==> src/rtl/half_mul_stream_rx.sv <==
// half_mul_stream_rx
//   Receiving end of the row-streaming matrix operand protocol. A start beat
//   plus DIM-1 consecutive beats deliver A row k and B column k on beat k.
//   Both operands are buffered. C = A*B is then computed one row per cycle,
//   and the result is presented with per-element overflow flags.
//
// Ports:
//   clk_i      rising-edge clock
//   rst_i      synchronous active-high reset
//   start_bit  marks beat 0 of a new operand stream
//   a_row_i    packed A beat (slot 0 at MSB, DATA_WIDTH per slot)
//   b_col_i    packed B beat (slot k*DIM+j carries B[j][k])
//   busy       high in LOAD and COMP
//   done_o     one-cycle pulse when the result is complete
//   ouflow_o   per-element overflow flags (slot 0 at MSB)
//   fin_r_o    packed result matrix C (slot 0 at MSB, BUS_WIDTH per slot)
//
// Build option:
//   HALF_MUL_STREAM_RX_SATURATE_EN - when defined, an overflowing element
//   saturates to all-ones. Otherwise it wraps. The flag is set in both cases.
//
// state | meaning
// IDLE  | waiting for start_bit
// LOAD  | capturing operand beats 1..DIM-1
// COMP  | writing result row row_q
// DONE  | result complete, done_o high; start_bit restarts immediately
module half_mul_stream_rx #(
  parameter int BUS_WIDTH  = 32,
  parameter int DATA_WIDTH = 8,
  parameter int DIM        = BUS_WIDTH / DATA_WIDTH
) (
  input  logic                           clk_i,
  input  logic                           rst_i,
  input  logic                           start_bit,
  input  logic [DIM*BUS_WIDTH-1:0]       a_row_i,
  input  logic [DIM*BUS_WIDTH-1:0]       b_col_i,
  output logic                           busy,
  output logic                           done_o,
  output logic [DIM*DIM-1:0]             ouflow_o,
  output logic [DIM*DIM*BUS_WIDTH-1:0]   fin_r_o
);

  localparam int NS     = DIM * DIM;
  localparam int ACC_W  = 2 * DATA_WIDTH + 2;
  localparam int WIDE_W = ACC_W + BUS_WIDTH;
  localparam int CW     = (DIM > 2) ? 2 : 1;

  typedef enum logic [1:0] {IDLE, LOAD, COMP, DONE} state_t;

  state_t                state_q, state_d;
  logic [CW-1:0]         beat_q, row_q;
  logic [DATA_WIDTH-1:0] a_q   [DIM][DIM];
  logic [DATA_WIDTH-1:0] b_q   [DIM][DIM];
  logic [BUS_WIDTH-1:0]  fin_q [DIM][DIM];
  logic                  ov_q  [DIM][DIM];

  logic [DATA_WIDTH-1:0] a_slot [NS];
  logic [DATA_WIDTH-1:0] b_slot [NS];
  logic [BUS_WIDTH-1:0]  row_val [DIM];
  logic                  row_ov  [DIM];

  logic                  cap_en, clr_en, wr_en;
  logic [CW-1:0]         cap_idx;

  always_comb begin
    for (int s = 0; s < NS; s++) begin
      a_slot[s] = a_row_i[(NS-1-s)*DATA_WIDTH +: DATA_WIDTH];
      b_slot[s] = b_col_i[(NS-1-s)*DATA_WIDTH +: DATA_WIDTH];
    end
  end

  always_comb begin
    state_d = state_q;
    cap_en  = 1'b0;
    clr_en  = 1'b0;
    wr_en   = 1'b0;
    cap_idx = beat_q;
    case (state_q)
      IDLE, DONE: begin
        if (start_bit) begin
          cap_en  = 1'b1;
          clr_en  = 1'b1;
          cap_idx = '0;
          state_d = LOAD;
        end else begin
          state_d = IDLE;
        end
      end
      LOAD: begin
        cap_en = 1'b1;
        if (beat_q == CW'(DIM-1)) state_d = COMP;
      end
      COMP: begin
        wr_en = 1'b1;
        if (row_q == CW'(DIM-1)) state_d = DONE;
      end
      default: state_d = IDLE;
    endcase
  end

  // Dot products for the row being written. The accumulator is wide enough
  // for DIM<=4 full-scale products, so overflow is judged on its upper bits.
  always_comb begin
    logic [ACC_W-1:0]  acc;
    logic [WIDE_W-1:0] wide;
    for (int j = 0; j < DIM; j++) begin
      acc = '0;
      for (int k = 0; k < DIM; k++) begin
        acc = acc + ACC_W'(a_q[row_q][k]) * ACC_W'(b_q[k][j]);
      end
      wide      = WIDE_W'(acc);
      row_ov[j] = (wide >> BUS_WIDTH) != '0;
`ifdef HALF_MUL_STREAM_RX_SATURATE_EN
      row_val[j] = row_ov[j] ? '1 : wide[BUS_WIDTH-1:0];
`else
      row_val[j] = wide[BUS_WIDTH-1:0];
`endif
    end
  end

  always_ff @(posedge clk_i) begin
    if (rst_i) begin
      state_q <= IDLE;
      beat_q  <= '0;
      row_q   <= '0;
      for (int i = 0; i < DIM; i++) begin
        for (int j = 0; j < DIM; j++) begin
          a_q[i][j]   <= '0;
          b_q[i][j]   <= '0;
          fin_q[i][j] <= '0;
          ov_q[i][j]  <= 1'b0;
        end
      end
    end else begin
      state_q <= state_d;
      if (clr_en) begin
        beat_q <= CW'(1);
        row_q  <= '0;
      end else if (state_q == LOAD) begin
        beat_q <= beat_q + 1'b1;
      end else if (state_q == COMP) begin
        row_q <= row_q + 1'b1;
      end
      // Beat k: slot k*DIM+j is A[k][j] on one bus and B[j][k] on the other.
      if (cap_en) begin
        for (int j = 0; j < DIM; j++) begin
          a_q[cap_idx][j] <= a_slot[int'(cap_idx)*DIM + j];
          b_q[j][cap_idx] <= b_slot[int'(cap_idx)*DIM + j];
        end
      end
      if (clr_en) begin
        for (int i = 0; i < DIM; i++) begin
          for (int j = 0; j < DIM; j++) begin
            fin_q[i][j] <= '0;
            ov_q[i][j]  <= 1'b0;
          end
        end
      end else if (wr_en) begin
        for (int j = 0; j < DIM; j++) begin
          fin_q[row_q][j] <= row_val[j];
          ov_q[row_q][j]  <= row_ov[j];
        end
      end
    end
  end

  assign busy   = (state_q == LOAD) || (state_q == COMP);
  assign done_o = (state_q == DONE);

  always_comb begin
    fin_r_o  = '0;
    ouflow_o = '0;
    for (int i = 0; i < DIM; i++) begin
      for (int j = 0; j < DIM; j++) begin
        fin_r_o[(NS-1-(i*DIM+j))*BUS_WIDTH +: BUS_WIDTH] = fin_q[i][j];
        ouflow_o[NS-1-(i*DIM+j)] = ov_q[i][j];
      end
    end
  end

endmodule

==> config.mk <==
export PLATFORM = sky130hd
export DESIGN_NAME = half_mul_stream_rx
export DESIGN_NICKNAME = d
export VERILOG_FILES = /design/src/rtl/half_mul_stream_rx.sv
export SDC_FILE = /design/constraint.sdc
export NUM_CORES = 2
export LEC_CHECK = 0
export CORE_MARGIN = 5
export CORE_UTILIZATION = 45
export CTS_BUF_LIST = sky130_fd_sc_hd__clkbuf_8
export DETAILED_ROUTE_END_ITERATION = 10
export PLACE_DENSITY = 0.66
export SYNTH_ARGS = -nofsm -noshare
export SYNTH_HDL_FRONTEND = slang
export SYNTH_SLANG_ARGS = --single-unit
==> constraint.sdc <==
create_clock -name clk_i -period 18.6 [get_ports clk_i]
set_clock_uncertainty 0.05 [all_clocks]
set_input_delay 4.65 -clock clk_i [delete_from_list [all_inputs] [get_ports clk_i]]
set_output_delay 4.65 -clock clk_i [all_outputs]
set_load 0.03 [all_outputs]
==> impl_metrics.ini <==
[critical_path]
criticalPathCategory = reg -> reg
ff2ff_path_depth = 20
timing.rr.end = fin_q[2][17]$_SDFFCE_PN0P_
endpoint_kind = flip-flop
startpoint_type = flip-flop
crit_arrival_ps = 9600
cp_max_fo = 32
crit_required_ps = 19050
rrSetupSlack_ps = 9460

[global_routing]
grt_use_total = 0.262
grt_pass1_wl_mm = 279
grt_max_degree = 179
grt_pass1_vias = 45600
grt_antenna_before_repair = 19
grt_overflow = 0

[finish]
drive_gt1_frac = 0.0386
fin_nets = 8212
synthToLayoutAreaGrowth_pct = 13.9

[yosys]
synth.most_common_cell = inv_1
yosys_warnings = 0
synth.area.top_cells = fa_1 29%, edfxtp_1 24%, ha_1 11%, and2_1 7.7%, inv_1 7.5%
synthXorXnorAreaFrac = 0.00771
async_reset_ff_frac = 0
ys_ff_latch = 552
synth_edf_count = 488
yosys.area.top_type = fa_1
synthSimpleGateAreaFrac = 0.154
syn_inst = 6087
synth_top_family_by_area = adder cells
synth_compound_area_frac = 0.0366
yosysSeqAreaShare = 0.260
netlist_area_mm2 = 0.0613
synth_commonest_cells = 1,229 x inv_1, 896 x fa_1, 752 x and2_1
synth_top_cell_area_share = 0.292
synth_mux_area_frac = 0.0231
yosysUniqueCellTypes = 59
synthAdderAreaFrac = 0.399
synth_flop_cell = edfxtp_1
avgSynthCellArea_um2 = 10.1

[clock_tree]
numCtsBuffers = 96
cts_tree = done
clk_latency_ps = 830
cts.clk_slew.worst_paths_ps = 70
post_cts_resized = 0
cts_max_level = 3
clkSinkCount = 552
post_cts_buffers = 0
ctsHoldBuffers = 0
cts.path.max_buffers = 3
root_buffer = clkbuf_8

[floorplanning]
die_w_um = 379
placementRows = 135
core_area_mm2 = 0.135
dieArea_mm2 = 0.144
ioPinCount = 789
start_util = 0.453
die_h_um = 379

[sta]
rsz0062_at_grt = no
tns_ps = 0
fin_crit_sh = 0.492
timing.final.max_slew_violations = 0
fmax_mhz = 109
min_period_ps = 9140
hold_viol = 0
finalSetupViolations = 0
slew_headroom = 0.193
final.hold.worst_slack_ps = 492
worstMarginPinSlew_ps = 1210

[route]
final_antenna_net_count = 0
drc = 0
routed_wl_mm = 187
vias = 43100
dr.pass1.iters = 6
wl_per_cell_um = 22.3
vias_per_cell = 5.13
drt-initial-drc-count = 3027

[hold_path]
worstHoldStart = state_q[1]$_SDFFE_PP0P_
min_to = state_q[1]$_SDFFE_PP0P_
holdCritPathClass = reg -> reg
holdPathStages = 2

[placement]
dp_hpwl_mm = 144
place_congestion = 0.887
portBuffers = 548

[run_status]
status = finished clean

[flow_run]
drv_cap = 0
==> metal layers <==
| metal | routed length (um) | up-vias | global-route usage |
|---|---|---|---|
| met1 | 73800 | 21900 | 0.331 |
| li1 | - | 19200 | - |
| met5 | 229 | - | 0.00652 |
| met2 | 89300 | 1717 | 0.432 |
| met4 | 9390 | 18 | 0.123 |
| met3 | 14400 | 318 | 0.0544 |
==> sequential cells by signal, indices dropped and copies added (netlist names), named ones only <==
register and count:
row_q 2, state_q 2, beat_q 2, fin_q 288, a_q 128, b_q 128
==> worst max-delay path, cell delays in order (launching register included) <==
cell and delay [ps]:
dfxtp_2 310, buf_4 540, mux4_2 1010, and2_1 350, fa_1 500, fa_1 550, inv_1 60, fa_1 490
fa_1 510, inv_1 50, fa_1 560, fa_1 430, fa_1 530, fa_1 440, ha_1 340, o211ai_1 170
a21oi_1 100, o41ai_1 590, a41oi_1 230, xnor2_1 880, nor2_1 80
==> layout by cell type, fill, tap and decap left out, types with 10 or more instances in the layout <==
| cell type | synthesis | routed |
|---|---|---|
| inv_1 | 1229 | 1246 |
| fa_1 | 896 | 896 |
| and2_1 | 752 | 750 |
| clkdlybuf4s50_1 | 0 | 547 |
| nor2_1 | 539 | 538 |
| ha_1 | 524 | 524 |
| edfxtp_1 | 488 | 488 |
| nand2_1 | 448 | 442 |
| conb_1 | 1 | 240 |
| a21oi_1 | 120 | 120 |
| clkbuf_8 | 0 | 99 |
| o21ai_0 | 90 | 90 |
| mux2i_1 | 68 | 68 |
| dfxtp_1 | 64 | 61 |
| nand3b_1 | 57 | 57 |
| o221ai_1 | 56 | 40 |
| buf_4 | 240 | 39 |
| xnor2_1 | 33 | 33 |
| mux4_2 | 32 | 32 |
| nand2b_1 | 26 | 26 |
| nor3_1 | 26 | 26 |
| clkinv_1 | 0 | 24 |
| xor2_1 | 21 | 21 |
| o221ai_2 | 0 | 16 |
| diode_2 | 0 | 15 |
| a21o_1 | 14 | 14 |
| clkinv_2 | 0 | 14 |
| bufinv_16 | 0 | 12 |
| or4_1 | 10 | 10 |
==> stage by stage <==
stage | worst slack (ps) | utilization | cell area [um2] | instances
finish | 9460 | 0.516 | 69900 | 8407
detailed placement | 9240 | 0.500 | 67800 | 8216
floorplan | 10590 | - | 62200 | 6326
CTS | 9540 | 0.515 | 69800 | 8392
global route | 9150 | 0.515 | 69800 | 8395
global placement | 9340 | 0.500 | 67800 | 8216
==> layout make-up <==
class                   instances  area [um2]
fillers                     12300       65600
multi-input cells            4065       39200
flip-flops and latches        552       15900
repair buffers                589        5810
inverters                    1229        4610
well taps                    1781        2230
clock buffers                  99        1360
clock inverters                77         686
diodes                         15        37.5
==> cells by family (layout without fill, tap and decap cells) <==
kind of cell / Yosys count / in the layout
AO/OA/AOI/OAI: 353 / 353
XOR/XNOR: 54 / 54
adder cells (fa/ha/maj): 1420 / 1420
buffers and inverters: 1709 / 1994
flip-flops: 552 / 552
multiplexers: 101 / 101
other: 1 / 255
AND/OR/NAND/NOR: 1897 / 1897
==> worst max path at each step <==
stage                    from                          to  slack (ps)  depth (start not counted)
global placement    start_bit  fin_q[3][32]$_SDFFCE_PN0P_        9340                          7
detailed placement  start_bit  fin_q[3][32]$_SDFFCE_PN0P_        9240                          7
finish              flip-flop  fin_q[2][17]$_SDFFCE_PN0P_        9460                         20
CTS                 flip-flop  fin_q[1][17]$_SDFFCE_PN0P_        9540                         20
global route        flip-flop  fin_q[3][17]$_SDFFCE_PN0P_        9150                         20
floorplan           start_bit   fin_q[2][0]$_SDFFCE_PN0P_       10590                          8
Power is left out: the tool's default activity adds up to more than one toggle a clock period on the data nets, which glitch-free logic cannot reach.
